### src/rtl/xc2_toggle_sched.sv
// Round-robin scheduler granting one requester at a time a burst of toggles on a shared T flip-flop.
// Optional build macro XC2_TOGGLE_SCHED_ABORT_EN: dropping req of the winner mid-burst ends it early.
module xc2_toggle_sched #(
  parameter int unsigned NREQ  = 4,
  parameter int unsigned CNT_W = 8
) (
  input  logic                  clk,
  input  logic                  rst_n,
  input  logic [NREQ-1:0]       req,
  input  logic [NREQ*CNT_W-1:0] len,
  output logic [NREQ-1:0]       gnt,
  output logic [NREQ-1:0]       done,
  output logic                  busy,
  output logic                  t_en,
  output logic                  o
);

  localparam int unsigned PTR_W = $clog2(NREQ);

  localparam logic [1:0] S_IDLE  = 2'd0;
  localparam logic [1:0] S_GRANT = 2'd1;
  localparam logic [1:0] S_RUN   = 2'd2;
  localparam logic [1:0] S_DONE  = 2'd3;

  logic [1:0]       state, state_nxt;
  logic [PTR_W-1:0] ptr, ptr_nxt;
  logic [PTR_W-1:0] win, win_nxt;
  logic [CNT_W-1:0] cnt, cnt_nxt;
  logic             o_nxt;
  logic [NREQ-1:0]  gnt_nxt, done_nxt;
  logic             busy_nxt, t_en_nxt;

  logic [PTR_W-1:0] pick, idx;
  logic             pick_vld;
  logic [CNT_W-1:0] pick_len;
  logic             abort;

  // First pending request searching upward from ptr with wrap
  always_comb begin
    pick     = '0;
    pick_vld = 1'b0;
    idx      = '0;
    for (int unsigned i = 0; i < NREQ; i++) begin
      idx = PTR_W'((32'(ptr) + i) % NREQ);
      if (!pick_vld && req[idx]) begin
        pick     = idx;
        pick_vld = 1'b1;
      end
    end
  end

  always_comb begin
    pick_len = '0;
    for (int unsigned j = 0; j < NREQ; j++) begin
      if (PTR_W'(j) == pick) pick_len = len[j*CNT_W +: CNT_W];
    end
  end

`ifdef XC2_TOGGLE_SCHED_ABORT_EN
  assign abort = ~req[win];
`else
  assign abort = 1'b0;
`endif

  // Next state plus output decode of the next state, so registered outputs track the state register
  always_comb begin
    state_nxt = state;
    ptr_nxt   = ptr;
    win_nxt   = win;
    cnt_nxt   = cnt;
    o_nxt     = o;

    case (state)
      S_IDLE: begin
        if (pick_vld) begin
          win_nxt   = pick;
          cnt_nxt   = pick_len;
          state_nxt = S_GRANT;
        end
      end
      S_GRANT: begin
        if (abort || (cnt == '0)) begin
          cnt_nxt   = '0;
          state_nxt = S_DONE;
        end else begin
          state_nxt = S_RUN;
        end
      end
      S_RUN: begin
        if (abort) begin
          cnt_nxt   = '0;
          state_nxt = S_DONE;
        end else begin
          o_nxt   = ~o;
          cnt_nxt = cnt - CNT_W'(1);
          if (cnt == CNT_W'(1)) state_nxt = S_DONE;
        end
      end
      S_DONE: begin
        ptr_nxt   = (win == PTR_W'(NREQ - 1)) ? '0 : win + PTR_W'(1);
        state_nxt = S_IDLE;
      end
      default: state_nxt = S_IDLE;
    endcase

    busy_nxt = (state_nxt != S_IDLE);
    t_en_nxt = (state_nxt == S_RUN);
    gnt_nxt  = busy_nxt ? (NREQ'(1) << win_nxt) : '0;
    done_nxt = (state_nxt == S_DONE) ? (NREQ'(1) << win_nxt) : '0;
  end

  always_ff @(posedge clk or negedge rst_n) begin
    if (!rst_n) begin
      state <= S_IDLE;
      ptr   <= '0;
      win   <= '0;
      cnt   <= '0;
      o     <= 1'b0;
      gnt   <= '0;
      done  <= '0;
      busy  <= 1'b0;
      t_en  <= 1'b0;
    end else begin
      state <= state_nxt;
      ptr   <= ptr_nxt;
      win   <= win_nxt;
      cnt   <= cnt_nxt;
      o     <= o_nxt;
      gnt   <= gnt_nxt;
      done  <= done_nxt;
      busy  <= busy_nxt;
      t_en  <= t_en_nxt;
    end
  end

endmodule

### config.mk
export PLATFORM = sky130hd
export DESIGN_NAME = xc2_toggle_sched
export DESIGN_NICKNAME = d
export VERILOG_FILES = /design/src/rtl/xc2_toggle_sched.sv
export SDC_FILE = /design/constraint.sdc
export NUM_CORES = 1
export LEC_CHECK = 0
export ABC_AREA = 1
export CAP_MARGIN = 20
export CORE_ASPECT_RATIO = 0.6
export CORE_MARGIN = 2
export CORE_UTILIZATION = 40
export CTS_CLUSTER_DIAMETER = 150
export DETAILED_ROUTE_END_ITERATION = 7
export PLACE_DENSITY = 0.64
export SYNTH_ARGS = -nofsm -noshare
export SYNTH_HDL_FRONTEND = slang
export SYNTH_SLANG_ARGS = --single-unit
### constraint.sdc
create_clock -name clk -period 2 [get_ports clk]
set_input_delay 0.6 -clock clk [delete_from_list [all_inputs] [get_ports clk]]
set_output_delay 0.6 -clock clk [all_outputs]
set_load 0.01 [all_outputs]
# Word-level counts from Yosys, hierarchy flattened
# Cells that the tools add are included.
# W data, S select, Z words.
# totals
register_bits,25
input_bits,38
elab_cells,76
# op_classes
add_sub_neg,5
n_lt_le_gt_ge,4
n_eq_ne,12
shifts,1
n_mux,32
bitwise_logic,1
n_reduce_logical,12
# op_table
op,count
$mux W8,6
$pmux W8 S3,1
$mux W2,9
$lt A2 B3 Y1 const B,4
$eq A2 B2 Y1 const B,5
$mux W1,9
$bmux W1 S2,4
$eq A8 B1 Y1 const B,1
$logic_not A8 Y1,1
$mux W4,2
$pmux W2 S4,1
$sub A8 B1 Y8 const B,1
$add A2 B1 Y2 const B,2
$add A2 B2 Y2 const B,2
$eq A2 B2 Y1 const A,2
$logic_not A2 Y1,2
$ne A2 B2 Y1 const B,2
$shl A1 B2 Y4 const A,1
$logic_and A1 B1 Y1,3
$logic_not A1 Y1,3
$reduce_and A3 Y1,1
$reduce_bool A3 Y1,1
$eq A1 B2 Y1 const A,1
$eq A2 B1 Y1 const B,1
2 further kinds,2

# Depth between registers and ports, before layout
# logic_depth
depth_word,19
ltp_mapped,16

# Worst setup path before layout
# Ideal clock, no wire load.
# synth_timing
path_type,in2reg
startpoint,input port req[1]
endpoint,register gnt[2]
setup_time_ns,0.127
t_arrival_ns,1.785
path_slack_ns,0.088
cell_stages,15
cell_sequence,inv_1 -> nand2_1 -> nand2_4 -> nand2_4 -> nand2_4 -> nand3_2 -> nor2_2 -> inv_2 -> nand2_4 -> inv_2 -> or2_0 -> o21ai_2 -> inv_2 -> nand2_1 -> nor2_1
# synth_between
elab_chain_cells,16
word_cells_on_any_way,29
classes_between,shift (1); mux (21); reduce/logical (7)
# synth_lines
item,line,rtl
from (decl),9,"input logic [NREQ-1:0] req,"
$bmux W1 S2,45,if (!pick_vld && req[idx]) begin
$mux W1 (not written as such),45,
$mux W1,45,
$logic_not A1 Y1,45,
$logic_and A1 B1 Y1,45,
$mux W1,45,
$logic_not A1 Y1,45,
$logic_and A1 B1 Y1,45,
[2 not listed],n/a,
$logic_and A1 B1 Y1,45,
$mux W2 or $mux W1 (tied branches),45,
$mux W2 (*),75,if (pick_vld) begin
$mux W2 (*),73,case (state)
net win_nxt[1],27,"logic [PTR_W-1:0] win, win_nxt;"
$shl A1 B2 Y4 (*),108,gnt_nxt = busy_nxt ? (NREQ'(1) << win_nxt) : '0;
$mux W4 (*),108,
net gnt_nxt[2],30,"logic [NREQ-1:0] gnt_nxt, done_nxt;"
to (signal assigned),129,gnt <= gnt_nxt;
to (decl),11,"output logic [NREQ-1:0] gnt,"
# Mark *: on every way through the listed nets, which the timed path passes. The rest lies on a longest branch. The select of a mux whose other input is x is not followed.
# A chain may end at the register's enable or synchronous reset.

# Worst setup path after layout
# layout_timing
startpoint,register ptr[0]
endpoint,register done[2]
# layout_between
elab_chain_cells,16
word_cells_on_any_way,32
classes_between,add/sub (3); eq/ne (1); shift (1); mux (21); reduce/logical (6)
# layout_lines
item,line,rtl
from (decl),26,"logic [PTR_W-1:0] ptr, ptr_nxt;"
from (signal assigned),125,ptr <= ptr_nxt;
"parallel branches: the longest is 12 deep, another holds $add A2 B1 Y2",n/a,
$mux W2 (*),75,
$mux W2 (*),73,
net win_nxt[1],27,
$shl A1 B2 Y4 (*),109,done_nxt = (state_nxt == S_DONE) ? (NREQ'(1) << win_nxt) : '0;
$mux W4 (*),109,
net done_nxt[2],30,
to (signal assigned),130,done <= done_nxt;
to (decl),12,"output logic [NREQ-1:0] done,"
# Mark *: on every way through the listed nets, which the timed path passes. The select of a mux whose other input is x is not followed.

==> results.sh <==
export IMPL_status="completed"
export IMPL_dp_cells=393
export IMPL_drc=0
export IMPL_drt_wl_total_mm=5.03
export IMPL_rows=19
export IMPL_ios=49
export IMPL_netlist_instances=267
export IMPL_antenna_left=0
export IMPL_worst_slew_pin_slew_ps=444
export IMPL_ff2ff_setup_slack_ps=90
export IMPL_track_usage=0.196
export IMPL_tritoncts="built"
export IMPL_dp_hpwl_mm=3.99
export IMPL_area_growth_pct=45.0
export IMPL_syn_area_per_cell_sq_um=7.24
export IMPL_ctsHoldBuffers=0
export IMPL_numCtsBuffers=3
export IMPL_overflow=0
export IMPL_numClockSinks=25
export IMPL_synth_fa_ha_area_frac=0.0582
export IMPL_dieArea_sq_um=5430
export IMPL_synth_top_family_by_area="simple AND/OR/NAND/NOR gates"
export IMPL_synth_xor_area_share=0.0136
export IMPL_slew_headroom=0.702
export IMPL_utilization=0.608
export IMPL_syn_nets=314
export IMPL_path_class="flop to flop"
export IMPL_async_flop_share=1.00
export IMPL_cts_htree_levels=1
export IMPL_setup_violations=0
export IMPL_vias=1959
export IMPL_hold_violations=0
export IMPL_r2r_cells=14
export IMPL_synth_compound_area_share=0.113
export IMPL_dr_pass1_iters=4
export IMPL_clockBufferDepth=2
export IMPL_grt_max_degree=26
export IMPL_nFillCells=411
export IMPL_hold_end="o"
export IMPL_rsz0062_at_grt="true"
export IMPL_insertion_delay_ps=280
export IMPL_antenna_found_initial=0
export IMPL_cp_start_kind="flop"
export IMPL_finalCritPeriodShare=0.955
export IMPL_rr_endpoint="done[2]"
export IMPL_avgViaCountPerCell=4.87
export IMPL_path_max_fanout=6
export IMPL_syn_area_sq_um=1930
export IMPL_p_leak_nw=1.33
export IMPL_hold_path_depth=1
export IMPL_synth_most_common_cell="nand2_1"
export IMPL_yosysSeqAreaShare=0.323
export IMPL_dieHeight_um=57.9
export IMPL_synth_top_cell_area_share=0.323
export IMPL_drv_slew=0
export IMPL_grt_pass1_vias=1796
export IMPL_antennaDiodeCount=0
export IMPL_cts_root_buf="clkbuf_8"
export IMPL_power_total_w=0.00531
export IMPL_clock_skew_final_ps=9.33
export IMPL_nets=387
export IMPL_grt_pass1_wl_mm=8.31
export IMPL_synth_top_area_cell="dfrtp_1"
export IMPL_fp_dieW_um=93.8
export IMPL_crit_required_ps=2160
export IMPL_numPortBuffers=48
export IMPL_critPathCaptureType="flop"
export IMPL_postLayoutCellArea_sq_um=2810
export IMPL_initial_core_util=0.419
export IMPL_yosysWarnings=0
export IMPL_max_freq_ghz=0.523
export IMPL_synth_commonest_cells="nand2_1, nor2_1, inv_1"
export IMPL_synth_enable_flop_cells=0
export IMPL_holdWs_ps=475
export IMPL_postPlaceCellArea_sq_um=2590
export IMPL_hp_class="flop to flop"
export IMPL_synthMuxAreaShare=0
export IMPL_wl_per_cell_um=12.5
export IMPL_synthSimpleGateAreaFrac=0.402
export IMPL_maxCapViolations=0
export IMPL_gp_congestion=0.850
export IMPL_irDropWorstVdd_mv=0.661
export IMPL_ys_ff_latch=25
export IMPL_synth_top_flop_cell="dfrtp_1"
export IMPL_fin_crit_ps=1910
export IMPL_synth_area_leaders="dfrtp_1, nand2_1, nor2_1"
export IMPL_power_density_nw_per_um2=1890
export IMPL_hp_start="o"
export IMPL_synth_cell_types=25
export IMPL_layout_cells_non_filler=402
export IMPL_critPathArrivalTime_ps=2070
export IMPL_initialDrtViolationCount=117
export IMPL_path_clk_slew_ps=100
export IMPL_timing_rr_start="ptr[0]"
export IMPL_fp_coreArea_sq_um=4610
export IMPL_drive_above_1_share=0.289
-- state kept, by name, indices dropped and copies added, names as in the netlist --
register and count:
t_en 1, done 4, o 1, gnt 4
win 2, state 2, cnt 8, busy 1
ptr 2
-- cell type report --
type                            instances  area [sq um]  area share
Sequential cell                        25           628       0.224
Inverter                               35           144      0.0513
Timing Repair Buffer                   72           668       0.238
Clock buffer                            3          41.3      0.0147
Tap cell                               63          78.8      0.0281
Clock inverter                          1          7.51     0.00268
Multi-Input combinational cell        203          1240       0.441
-- worst max-delay path: stages, from the launching register on --
cell,delay [ps]
dfrtp_2,460
buf_6,150
nand2_1,70
nand3_1,90
nand2_2,130
nand3_4,90
nor2_4,120
inv_2,50
nand2_4,50
inv_2,40
or2_1,250
o21ai_4,90
inv_2,70
nand2_2,70
nor2_1,50
-- kinds of logic after synthesis --
group / Yosys count
AOI/OAI and AO/OA: 35
buffers and inverters: 39
xor gates and xnor gates: 3
adders and majority gates: 9
DFF: 25
and+or+nand+nor: 156
-- timing repair --
| item | CTS | global route |
|---|---|---|
| buffers inserted | 0 | 5 |
| endpoints found under the setup margin | 18 | 17 |
| endpoints found under the hold margin | 0 | 0 |
| resized for setup | 18 | 36 |
| pin swaps | 9 | 15 |
-- worst max-delay path by stage --
stage / slack (ps) / from / depth (start not counted) / end
6_report: 90 / ptr[0] / 14 / done[2]
5_1_grt: -30 / ptr[0] / 15 / done[2]
3_5_place_dp: -490 / req[0] / 16 / done[3]
4_1_cts: 30 / req[0] / 16 / done[2]
2_1_floorplan: 90 / req[1] / 15 / gnt[2]
3_3_place_gp: -520 / req[1] / 13 / cnt[6]
-- layer usage --
metal	GRT usage	wire, um
met2	0.285	2190
met4	0.0248	24
met1	0.298	2470
met3	0.0546	335
met5	0	0
-- power breakdown --
part | switching (W) | internal [W] | total, W
registers | 0.000174 | 0.000761 | 0.000935
logic | 0.00232 | 0.00174 | 0.00406
clock network | 0.000179 | 0.000142 | 0.000320
-- cells in the final DEF, fill, tap and decap left out, types with 2 or more instances in the layout --
cell,netlist,routed
a21oi_1,11,10
a21oi_2,7,8
buf_4,1,18
buf_6,3,6
clkbuf_2,0,3
clkbuf_8,0,3
clkdlybuf4s50_1,0,44
dfrtp_1,25,23
dfrtp_2,0,2
ha_1,9,9
inv_1,28,24
inv_2,6,7
inv_4,1,3
nand2_1,56,48
nand2_2,13,19
nand2_4,8,9
nand3_1,24,22
nand3_2,4,4
nand3_4,0,2
nand4_1,9,9
nor2_1,33,32
nor2_2,4,2
nor2_4,0,3
o21ai_0,10,7
o21ai_1,3,5
o21ai_2,3,2
o21ai_4,0,2
or2_2,2,2
xor2_1,3,3
-- through the flow --
stage / worst slack (ps) / TNS (ps)
after global routing: -30.0 / -143
after global placement: -522 / -8340
after floorplan: 88.3 / 0
after CTS: 27.7 / 0
final: 89.3 / 0
after detailed placement: -485 / -8670
Power figures use the tool's default switching activity.
==> RTL edit, RTL diff (same settings) <==
Add a define of `XC2_TOGGLE_SCHED_ABORT_EN`.
--- a/src/rtl/xc2_toggle_sched.sv
+++ b/src/rtl/xc2_toggle_sched.sv
@@ -1,5 +1,7 @@
 // Round-robin scheduler granting one requester at a time a burst of toggles on a shared T flip-flop.
 // Optional build macro XC2_TOGGLE_SCHED_ABORT_EN: dropping req of the winner mid-burst ends it early.
+`define XC2_TOGGLE_SCHED_ABORT_EN
+
 module xc2_toggle_sched #(
   parameter int unsigned NREQ  = 4,
   parameter int unsigned CNT_W = 8
Formal check against the unedited RTL: not equivalent (a bounded check fails within 4 cycles, from zero or initial values and one cycle with rst_n low).
==> RTL edit against the original RTL <==
  * The flow now finishes with violations (negative setup slack)
  * Total power increased by 13%
  * Sequential cell count unchanged
  * Maximum frequency fell by 11%
  * Cell area rose by 4.5%
  * Via count is 3.2% higher
  * Wire length grew 17%
  * First-iteration DRC count is 61% higher
  * Setup slack got worse by 0.23 ns
  * Synthesized area down 5.3%
  * Critical endpoint is now done[3]$_DFF_PN0_
==> RTL edit: results (changes against the original RTL) <==
----------------------------------------------------
[Critical path]
  Cell type group with the largest total delay on the critical path ... simple AND/OR/NAND/NOR gates (unchanged)
  Worst path slowest cell ... dlygate4sd2_1 (was dfrtp_2)
  Critical path origin ... req[2] (was ptr[0]$_DFFE_PN0N_)
  Origin of the critical flop-to-flop path ... ptr[0]$_DFFE_PN0N_ (unchanged)
  Maximum single-stage delay on the critical path ... 0.25 ns (was 0.46 ns)
  Arrival time worst endpoint ... 2.31 ns (was 2.07 ns)

[Layout]
  Share of cells above drive strength 1 ... 30.9% (was 28.9%)
  Filler cells ... 387 (was 411)
  Count of placed standard cells in the final layout, fillers left out ... 413 (was 402)

[Synthesis]
  Synth cell count leaders ... nand2_1, inv_1, nor2_1 (was nand2_1, nor2_1, inv_1)
  Syn Nets ... 311 (was 314)
  Leading post-synthesis cells by cell area ... dfrtp_1, nand2_1, ha_1 (was dfrtp_1, nand2_1, nor2_1)
  Proportion of synthesized chip area in sequential cells ... 34.2% (was 32.3%)
  Post-Syn Area per Cell ... 6.94 µm² (was 7.24 µm²)
  Count of unique library cells instantiated by Yosys ... 29 (was 25)

[STA]
  Total negative setup slack ... -1.36 ns (was 0 ns)
  Final critical-path setup slack ... -0.138 ns (was 0.0893 ns)
  Count of final setup violators ... 18 (was 0)
  Worst hold margin ... 0.480 ns (was 0.475 ns)
  Clock Skews ... 0.00197 ns (was 0.00933 ns)
  Slew Limit Headroom ... 76.3% (was 70.2%)

[Routing]
  Wire length reported by the detailed router ... 5.88 mm (was 5.03 mm)
  Total vias in the final route ... 2021 (was 1959)
  Initial detailed-routing violation count ... 188 (was 117)

[Global route]
  Global-route wire length before repair ... 8.92 mm (was 8.31 mm)
  Initial antenna violation count ... 0 (unchanged)
  Total GRT Usage ... 22.2% (was 19.6%)
  Vias in the first global route ... 1933 (was 1796)

[Placement]
  DPL Wire Length ... 4.12 mm (was 3.99 mm)
  Placer congestion estimate ... 0.858 (was 0.850)
  Inst Count DP ... 397 (was 393)

[Clock network]
  CTS buffer count ... 3 (unchanged)
  Clock Pin Slew Worst Setup and Hold Paths ... 0.09 ns
  H-tree levels ... 1 (unchanged)

[Outcome]
  Run status ... complete, but fails checks (was complete, no violations)
  Failing checks ... negative setup slack

[Power and ir drop]
  Worst VDD drop ... 0.000867 V (was 0.000661 V)
  Static leakage ... 1.43 nW (was 1.33 nW)

[Worst hold path]
  Type of the most critical hold path ... reg -> reg (unchanged)

----------------------------------------------------
[RTL edit: worst paths after layout]
path | cells past startpoint | end
max in group asynchronous | 2 | ptr[0]$_DFFE_PN0N_
worst min-delay path | 1 | o$_DFFE_PN0P_
worst max-delay path | 15 | done[3]$_DFF_PN0_
min in group asynchronous | 2 | cnt[3]$_DFFE_PN0P_
worst min register to register | 1 | o$_DFFE_PN0P_
worst max register to register | 15 | done[3]$_DFF_PN0_
[RTL edit: per-stage QoR]
stage	setup slack [ns]	area, µm²
final	-0.138	2930
after global routing	-0.247	2930
after CTS	-0.0430	2760
after detailed placement	-0.652	2570
after global placement	-0.625	2570
after floorplan	0.0229	1830
[RTL edit: logic make-up (layout without fill, tap and decap cells)]
kind of cell    after synthesis  after routing  share of synthesized area, %
simple gates                144            144                          35.4
buf+inv                      40            126                          9.08
compound gates               39             39                          11.9
flops                        25             25                          34.2
fa+ha+maj                     9              9                          6.15
xor+xnor                      7              7                          3.35
[RTL edit: final cells by class]
type                            instances  area share, %
Tap cell                               63           2.69
Clock inverter                          1          0.171
Sequential cell                        25           21.4
Clock buffer                            3           1.41
Multi-Input combinational cell        199           42.0
Inverter                               36           4.86
Timing Repair Buffer                   86           27.4
[RTL edit: metal layers]
layer  GRT usage [%]  part of all wire (%)  vias up
met2            31.4                    41       64
met5               0                     0        -
met4            3.25                   1.3        0
met3            4.30                   5.4        6
met1            35.4                    52      928
li1                -                     -     1023
[RTL edit: timing repair]
action                                  in CTS  in global routing
pin swaps                                   18                 24
endpoints found under the setup margin      21                 20
buffers inserted                            10                  1
cloned                                       0                  1
hold endpoints to repair                     0                  0
gates resized for setup                     31                 45
[RTL edit: report_power, final]
| group | internal, mW | switching, mW | total [mW] |
|---|---|---|---|
| Clock | 0.140 | 0.169 | 0.309 |
| Combinational | 2.06 | 2.69 | 4.75 |
| Sequential | 0.757 | 0.212 | 0.970 |
| Total | 2.96 | 3.07 | 6.03 |
